**src/rtl/div_sequencer_pkg.sv**
```systemverilog
// Shared encodings and constants for the iterative divider and its datapath.
package div_sequencer_pkg;

  localparam int DIV_DATA_W = 32;
  localparam int DIV_CNT_W  = 5;

  localparam logic [DIV_DATA_W-1:0] DIV_BY_ZERO_Q = 32'hFFFF_FFFF;

  typedef enum logic [1:0] {
    DIV_IDLE = 2'd0,
    DIV_CALC = 2'd1,
    DIV_DONE = 2'd2
  } div_state_e;

  // Magnitude of an operand; only signed requests treat the top bit as a sign.
  function automatic logic [DIV_DATA_W-1:0] abs_op(input logic [DIV_DATA_W-1:0] v,
                                                   input logic                  is_signed);
    return (is_signed && v[DIV_DATA_W-1]) ? -v : v;
  endfunction

endpackage

```
**src/rtl/div_iter_dp.sv**
```systemverilog
// Restoring radix-2 division datapath: operand latch, one quotient bit per step,
// and a registered sign fix that produces the held results.
module div_iter_dp
  import div_sequencer_pkg::*;
(
  input  logic                  clk,
  input  logic                  resetn,
  input  logic                  load_i,
  input  logic                  step_i,
  input  logic                  fix_i,
  input  logic                  signed_i,
  input  logic [DIV_DATA_W-1:0] dividend_i,
  input  logic [DIV_DATA_W-1:0] divisor_i,
  output logic                  div_zero_o,
  output logic [DIV_DATA_W-1:0] div_result_o,
  output logic [DIV_DATA_W-1:0] mod_result_o
);

  localparam int W = DIV_DATA_W;

  logic [W-1:0] rem_q, rem_d;
  logic [W-1:0] quo_q, quo_d;
  logic [W-1:0] dvs_q, dvs_d;
  logic         q_neg_q, q_neg_d;
  logic         r_neg_q, r_neg_d;
  logic [W-1:0] div_res_q, div_res_d;
  logic [W-1:0] mod_res_q, mod_res_d;

  logic [W:0]   rem_sh;
  logic         trial_ok;
  logic [W-1:0] trial_diff;

  assign div_zero_o = (divisor_i == '0);

  // rem < divisor always holds, so a successful trial difference fits in W bits.
  assign rem_sh     = {rem_q, quo_q[W-1]};
  assign trial_ok   = (rem_sh >= {1'b0, dvs_q});
  assign trial_diff = rem_sh[W-1:0] - dvs_q;

  // NOTE: every variable gets its hold value first, so no path leaves it unassigned and no latch is inferred.
  always_comb begin
    rem_d     = rem_q;
    quo_d     = quo_q;
    dvs_d     = dvs_q;
    q_neg_d   = q_neg_q;
    r_neg_d   = r_neg_q;
    div_res_d = div_res_q;
    mod_res_d = mod_res_q;
    if (load_i) begin
      dvs_d = abs_op(divisor_i, signed_i);
      if (div_zero_o) begin
        // Preload the divide-by-zero answer so the normal fix step publishes it.
        quo_d   = DIV_BY_ZERO_Q;
        rem_d   = dividend_i;
        q_neg_d = 1'b0;
        r_neg_d = 1'b0;
      end else begin
        quo_d   = abs_op(dividend_i, signed_i);
        rem_d   = '0;
        q_neg_d = signed_i & (dividend_i[W-1] ^ divisor_i[W-1]);
        r_neg_d = signed_i & dividend_i[W-1];
      end
    end else if (step_i) begin
      rem_d = trial_ok ? trial_diff : rem_sh[W-1:0];
      quo_d = {quo_q[W-2:0], trial_ok};
    end else if (fix_i) begin
      div_res_d = q_neg_q ? -quo_q : quo_q;
      mod_res_d = r_neg_q ? -rem_q : rem_q;
    end
  end

  // NOTE: sequential state uses non-blocking assignments so all registers update together at the edge.
  always_ff @(posedge clk or negedge resetn) begin
    if (!resetn) begin
      rem_q     <= '0;
      quo_q     <= '0;
      dvs_q     <= '0;
      q_neg_q   <= 1'b0;
      r_neg_q   <= 1'b0;
      div_res_q <= '0;
      mod_res_q <= '0;
    end else begin
      rem_q     <= rem_d;
      quo_q     <= quo_d;
      dvs_q     <= dvs_d;
      q_neg_q   <= q_neg_d;
      r_neg_q   <= r_neg_d;
      div_res_q <= div_res_d;
      mod_res_q <= mod_res_d;
    end
  end

  assign div_result_o = div_res_q;
  assign mod_result_o = mod_res_q;

endmodule

```
**src/rtl/div_sequencer.sv**
```systemverilog
// Iterative 32-bit divider top: handshake FSM and iteration counter driving div_iter_dp.
module div_sequencer
  import div_sequencer_pkg::*;
#(
  parameter int DIV_W = DIV_DATA_W,
  parameter int CNT_W = DIV_CNT_W
) (
  input  logic             clk,
  input  logic             resetn,
  input  logic             flush,
  input  logic             req_valid,
  output logic             req_ready,
  input  logic             req_signed,
  input  logic [DIV_W-1:0] req_dividend,
  input  logic [DIV_W-1:0] req_divisor,
  output logic             out_valid,
  input  logic             out_ready,
  output logic [DIV_W-1:0] div_result,
  output logic [DIV_W-1:0] mod_result,
  output logic             busy
);

  div_state_e       state_q, state_d;
  logic [CNT_W-1:0] cnt_q, cnt_d;
  logic             last_q, last_d;

  logic accept;
  logic dp_load;
  logic dp_step;
  logic dp_fix;
  logic div_zero;

  always_ff @(posedge clk or negedge resetn) begin
    if (!resetn) begin
      state_q <= DIV_IDLE;
      cnt_q   <= '0;
      last_q  <= 1'b0;
    end else begin
      state_q <= state_d;
      cnt_q   <= cnt_d;
      last_q  <= last_d;
    end
  end

  // last_q marks that all iterations are done and the next CALC cycle is the sign fix.
  always_comb begin
    state_d = state_q;
    cnt_d   = cnt_q;
    last_d  = last_q;
    if (flush) begin
      state_d = DIV_IDLE;
    end else begin
      unique case (state_q)
        DIV_IDLE: begin
          if (accept) begin
            state_d = DIV_CALC;
            cnt_d   = '0;
            // A zero divisor skips the iterations and goes directly to the fix cycle.
            last_d  = div_zero;
          end
        end
        DIV_CALC: begin
          if (last_q) begin
            state_d = DIV_DONE;
          end else begin
            cnt_d = cnt_q + 1'b1;
            if (cnt_q == CNT_W'(DIV_W - 1)) last_d = 1'b1;
          end
        end
        DIV_DONE: begin
          if (out_ready) state_d = DIV_IDLE;
        end
        default: state_d = DIV_IDLE;
      endcase
    end
  end

  always_comb begin
    req_ready = (state_q == DIV_IDLE) & ~flush;
    accept    = req_valid & req_ready;
    dp_load   = accept;
    dp_step   = (state_q == DIV_CALC) & ~last_q & ~flush;
    dp_fix    = (state_q == DIV_CALC) &  last_q & ~flush;
    out_valid = (state_q == DIV_DONE);
    busy      = (state_q != DIV_IDLE);
  end

  div_iter_dp u_dp (
    .clk          (clk),
    .resetn       (resetn),
    .load_i       (dp_load),
    .step_i       (dp_step),
    .fix_i        (dp_fix),
    .signed_i     (req_signed),
    .dividend_i   (req_dividend),
    .divisor_i    (req_divisor),
    .div_zero_o   (div_zero),
    .div_result_o (div_result),
    .mod_result_o (mod_result)
  );

endmodule
```
**config.mk**
```make
export PLATFORM = sky130hd
export DESIGN_NAME = div_sequencer
export DESIGN_NICKNAME = d
export VERILOG_FILES = /design/src/rtl/div_sequencer_pkg.sv /design/src/rtl/div_iter_dp.sv /design/src/rtl/div_sequencer.sv
export SDC_FILE = /design/constraint.sdc
export NUM_CORES = 1
export LEC_CHECK = 0
export BUFFER_PORTS_ARGS = -buffer_cell sky130_fd_sc_hd__buf_4
export CORE_MARGIN = 1.5
export CORE_UTILIZATION = 40
export CTS_CLUSTER_DIAMETER = 30
export CTS_CLUSTER_SIZE = 12
export DETAILED_ROUTE_END_ITERATION = 12
export PLACE_DENSITY = 0.55
export SLEW_MARGIN = 25
export SYNTH_ARGS = -nofsm -noshare
export SYNTH_HDL_FRONTEND = slang
export SYNTH_SLANG_ARGS = --single-unit
```
**constraint.sdc**
```tcl
create_clock -name clk -period 3.8 [get_ports clk]
set_clock_uncertainty 0.05 [all_clocks]
set_input_delay 0.95 -clock clk [delete_from_list [all_inputs] [get_ports clk]]
set_output_delay 0.95 -clock clk [all_outputs]
set_load 0.02 [all_outputs]
```
# Word-level counts from Yosys, hierarchy flattened
# Cells that the tools add are included.
[op_classes]
addsub = 6
n_lt_le_gt_ge = 1
eq_ne = 8
n_mux = 25
bitwise = 13
reduce_logical = 11
[ops]
columns = ["cell", "n"]
rows = [
  ["two-way mux 32 bit", 11],
  ["negator 32 bit", 4],
  ["greater-or-equal comparator 33 x 32 -> 1 bit", 1],
  ["logical NOT 32 bit", 1],
  ["subtractor 32 bit", 1],
  ["two-way mux 5 bit", 2],
  ["one-hot mux 5 bit (2 select lines)", 1],
  ["AND reduction 3 bit", 3],
  ["bitwise AND 1 bit", 8],
  ["two-way mux 2 bit", 4],
  ["inequality test 3 bit (second input constant)", 2],
  ["one-hot mux 2 bit (3 select lines)", 1],
  ["nonzero test 2 bit", 3],
  ["adder 5 x 1 -> 5 bit (second input constant)", 1],
  ["equality test 5 bit (second input constant)", 1],
  ["two-way mux 1 bit", 5],
  ["inequality test 2 bit (second input constant)", 2],
  ["NOT 1 bit", 4],
  ["AND reduction 4 bit", 1],
  ["inequality test 3 x 2 -> 1 bit (second input constant)", 1],
  ["equality test 2 x 1 -> 1 bit (second input constant)", 1],
  ["equality test 2 bit (second input constant)", 1],
  ["logical AND 1 bit", 2],
  ["logical NOT 2 bit", 1],
  ["2 further kinds", 2],
]
[word_totals]
ff_bits = 170
elab_cells = 74

# Longest topological paths before layout
[logic_depth]
word_depth = 6
ltp_mapped = 13

# Modules after synthesis
# A second synthesis with hierarchy kept.
[unflattened]
cells_unflattened = 1354
area_unflattened_um2 = 11477.3
[by_module_without_submodules]
columns = ["mod", "n_inst", "cells_per_inst", "area_each_um2"]
rows = [
  ["div_iter_dp", 1, 1311, 11004.3],
  ["div_sequencer", 1, 43, 473.0],
]

# Worst setup path after synthesis
# Ideal clock, no wire load.
[synth_path]
kind = "in2reg"
start = "input port req_dividend[14]"
end = "register u_dp.quo_q[26]"
t_arrival_ns = 3.129
required_ns = 3.626
slack_ns = 0.497
cell_stages = 9
path_buffers = 0
cell_sequence = "or4_1 -> nor4_1 -> nand2b_1 -> or2_2 -> nor4_1 -> and4b_1 -> nor2_1 -> xor2_1 -> o31a_1"
[synth_between]
elab_chain_cells = 4
[synth_lines]
columns = ["element", "line", "source"]
rows = [
  ["start, declared", "div_sequencer.sv:14", "input logic [DIV_W-1:0] req_dividend,"],
  ["negator 32 bit", "div_sequencer_pkg.sv:18", "return (is_signed && v[DIV_DATA_W-1]) ? -v : v;"],
  ["two-way mux 32 bit", "div_sequencer_pkg.sv:18", ""],
  ["two-way mux 32 bit", "div_iter_dp.sv:51", "if (div_zero_o) begin"],
  ["two-way mux 32 bit", "div_iter_dp.sv:49", "if (load_i) begin"],
  ["end signal, assigned", "div_iter_dp.sv:84", "quo_q <= quo_d;"],
  ["end, declared", "div_iter_dp.sv:22", "logic [W-1:0] quo_q, quo_d;"],
]
# No other way between the ends.
# A chain may end at the register's enable or synchronous reset.

# Worst setup path after layout
[layout_path]
start = "register u_dp.rem_q[2]"
end = "register u_dp.rem_q[21]"
[layout_between]
elab_chain_cells = 4
word_cells_on_any_way = 5
cone_classes = "add/sub: 1; order compare: 1; mux: 3"
[layout_lines]
columns = ["element", "line", "source"]
rows = [
  ["start, declared", "div_iter_dp.sv:21", "logic [W-1:0] rem_q, rem_d;"],
  ["start signal, assigned", "div_iter_dp.sv:83", "rem_q <= rem_d;"],
  ["subtractor 32 bit or greater-or-equal comparator 33 x 32 -> 1 bit (tied branches)", "div_iter_dp.sv:38, div_iter_dp.sv:37", ""],
  ["two-way mux 32 bit (*)", "div_iter_dp.sv:64", "rem_d = trial_ok ? trial_diff : rem_sh[W-1:0];"],
  ["two-way mux 32 bit (*)", "div_iter_dp.sv:63", "end else if (step_i) begin"],
  ["two-way mux 32 bit (*)", "div_iter_dp.sv:49", ""],
]
# Mark *: on every way between the ends. The rest lies on a longest branch, timed or not. The select of a mux whose other input is x is not followed.

==> results.sh <==
export IMPL_htreeDepth=4
export IMPL_hpwl_um=25590
export IMPL_netlist_area_mm2=0.01128
export IMPL_finalSetupTns_ns=0
export IMPL_synthFlopType="dfrtp_1"
export IMPL_cts_buffers=17
export IMPL_rows=61
export IMPL_io_buffers=136
export IMPL_fin_crit_sh_pct=89.19
export IMPL_vdd_drop_max_v=0.0003230
export IMPL_grt_pass1_vias=9699
export IMPL_start_util_pct=40.61
export IMPL_fillCellCount=2806
export IMPL_antenna_found_initial=1
export IMPL_grt_usage_pct=23.26
export IMPL_clkTransAtPathRegs_ns=0.07
export IMPL_setup_worst_path_end_class="flip-flop"
export IMPL_ys_ff_latch=170
export IMPL_cts_hold_fix_buffers=0
export IMPL_slew_headroom_pct=48.66
export IMPL_grt_max_degree=129
export IMPL_cts_sinks=170
export IMPL_grt_setup_unrepaired="false"
export IMPL_seqPwrFrac_pct=29.8
export IMPL_clockBufferDepth=2
export IMPL_cellPowerDensity_mw_per_mm2=834.2
export IMPL_outcome="finished clean"
export IMPL_wl_per_cell_um=18.04
export IMPL_internal_power_uw=6099
export IMPL_routed_wirelength_um=33080
export IMPL_path_buf_inv=0
export IMPL_drv_cap=0
export IMPL_tritoncts="built"
export IMPL_grt_pass1_wl_um=52640
export IMPL_cts_root_buf="clkbuf_16"
export IMPL_worst_pin_slew_ns=0.7507
export IMPL_clock_latency_ns=0.44
export IMPL_drive_above_1_share_pct=15.46
export IMPL_cts_setup_buffers=0
export IMPL_viasPerCell=5.433
export IMPL_cp_cell_sequence="ha_1, nand3_1, o21bai_1, a21o_1, a2111oi_0, o21ai_0, a21boi_0, xnor2_1, and3_1, nor3_1"
export IMPL_start_kind="flip-flop"
export IMPL_ioPinCount=137
export IMPL_die_x_um=170.9
export IMPL_synth_top_area_share_pct=37.71
export IMPL_hold_viol=0
export IMPL_synth_common_cells="nand2_1, o21ai_0, dfrtp_1"
export IMPL_ys_seq_area_share_pct=37.71
export IMPL_place_gp_congestion=0.9180
export IMPL_cp_max_fo=7
export IMPL_syn_area_per_cell_um2=8.515
export IMPL_synth_cell_types=62
export IMPL_ant_nets=0
export IMPL_worst_path_max_delay_cell="a2111oi_0"
export IMPL_combPwrFrac_pct=54.1
export IMPL_slew_viol_final=0
export IMPL_worstPathRequired_ns=4.10
export IMPL_min_period_ns=3.389
export IMPL_synth_top_cell_by_area="dfrtp_1"
export IMPL_critPathKind="reg -> reg"
export IMPL_yosysMostFrequentCell="nand2_1"
export IMPL_syn_to_final_growth_pct=19.14
export IMPL_die_area_mm2=0.02922
export IMPL_cts_resized=0
export IMPL_final_nets=1551
export IMPL_switching_share_pct=45.60
export IMPL_max_freq_mhz=295.1
export IMPL_synthCells=1325
export IMPL_drc_errors=0
export IMPL_vias=9965
export IMPL_slowest_delay_ns=0.68
export IMPL_seqCellArea_mm2=0.004254
export IMPL_synth_warnings=0
export IMPL_synth_edf_count=0
export IMPL_hp_class="in -> async"
export IMPL_p_leak_uw=0.006120
export IMPL_synth_nets=1434
export IMPL_synthTopCellsByArea="dfrtp_1, o21ai_0, xor2_1"
export IMPL_power_switching_uw=5113
export IMPL_firstDrtPassIters=5
export IMPL_p_clk_share_pct=16.1
export IMPL_cpLargestDelayFamily="compound AO/OA/AOI/OAI gates"
export IMPL_die_y_um=170.9
export IMPL_drt_iter0_drc=666
export IMPL_multiInputGateArea_mm2=0.006579
export IMPL_setup_violations=0
export IMPL_synthArstFlopShare_pct=100.0
export IMPL_core_area_mm2=0.02778
export IMPL_overflow=0
export IMPL_p_total_uw=11210
export IMPL_crit_arrival_ns=3.69
## worst paths after layout
check                      slack, ns  cells past startpoint                    end                  start
max in group asynchronous       2.46                      2         u_dp.rem_q[26]                 resetn
min reg2reg                     0.43                      2  u_dp.div_result_o[20]  u_dp.div_result_o[20]
max reg2reg                     0.41                     10         u_dp.rem_q[21]          u_dp.rem_q[2]
min                             0.43                      1  u_dp.div_result_o[30]                 resetn
min in group clk                0.43                      2  u_dp.div_result_o[20]  u_dp.div_result_o[20]
max                             0.41                     10         u_dp.rem_q[21]          u_dp.rem_q[2]
## area by class of cell
cell class / count / area share [%]
Tap cell: 378 / 3.519
Multi-Input combinational cell: 1026 / 48.94
Timing Repair Buffer: 169 / 9.774
Inverter: 58 / 1.620
Clock inverter: 15 / 1.312
Sequential cell: 170 / 31.65
Clock buffer: 17 / 3.165
Antenna cell: 1 / 0.01862
## kinds of logic (layout without fill, tap and decap cells)
kind of cell | after synthesis | count (layout) | share of synthesized area [%]
DFF | 170 | 170 | 37.71
and+or+nand+nor | 392 | 392 | 16.31
AOI/OAI and AO/OA | 410 | 410 | 22.48
other | 0 | 1 | 0
adders and majority gates | 39 | 39 | 4.392
xor gates and xnor gates | 149 | 149 | 11.57
muxes | 36 | 36 | 3.216
buffers and inverters | 129 | 259 | 4.325
## registers in the layout (all words and copies together) (netlist names)
signal and count:
cnt_q 5, last_q 1, state_q 2, u_dp.div_result_o 32, u_dp.dvs_q 32, u_dp.mod_result_o 32, u_dp.q_neg_q 1, u_dp.quo_q 32
u_dp.r_neg_q 1, u_dp.rem_q 32
## worst register-to-register path: stages (launching register included)
cell and delay, ns:
dfrtp_1 0.50, ha_1 0.43, nand3_1 0.21, o21bai_1 0.24, a21o_1 0.21, a2111oi_0 0.68, o21ai_0 0.28, a21boi_0 0.27
xnor2_1 0.10, and3_1 0.19, nor3_1 0.16
## placed cells by master (no fill, tap or decap), types with 20 or more instances in the layout
cell and n:
xor2_1 97, dfrtp_1 170, nor3_1 20, o31ai_1 36, xnor2_1 52, o21ai_0 179, nand2_1 201, mux2i_1 34
nor2_1 51, ha_1 38, inv_1 57, a22oi_1 27, a21oi_1 54, buf_4 164, a21o_1 22
## power by group through the flow
stage | sequential (uW) | clock [uW] | combinational, uW
after floorplan | 3500 | 0 | 3860
after CTS | 3350 | 1850 | 6050
final | 3340 | 1810 | 6060
after global placement | 3360 | 0 | 6000
after detailed placement | 3380 | 0 | 6020
after global routing | 3470 | 1900 | 6750
## per-layer routing
metal,track usage (%),vias to the layer above,part of all wire [%]
met2,37.87,286,46
met4,8.467,0,2.7
li1,-,4958,-
met5,0,-,0
met1,31.77,4676,47
met3,2.776,45,4.4
## per-stage QoR
stage | util, % | hold WS (ns) | instances | area [um^2] | setup slack (ns)
after detailed placement | 46.19 | 0.4209 | 1801 | 12830 | 0.1048
after global placement | 46.19 | 0.4129 | 1801 | 12830 | 0.1247
after CTS | 48.35 | 0.4379 | 1833 | 13430 | 0.4184
after global routing | 48.38 | 0.4516 | 1834 | 13440 | 0.1374
final | 48.38 | 0.4281 | 1834 | 13440 | 0.4109
after floorplan | - | 0.3998 | 1325 | 11280 | 0.4971
(Power assumes the default switching activity.)
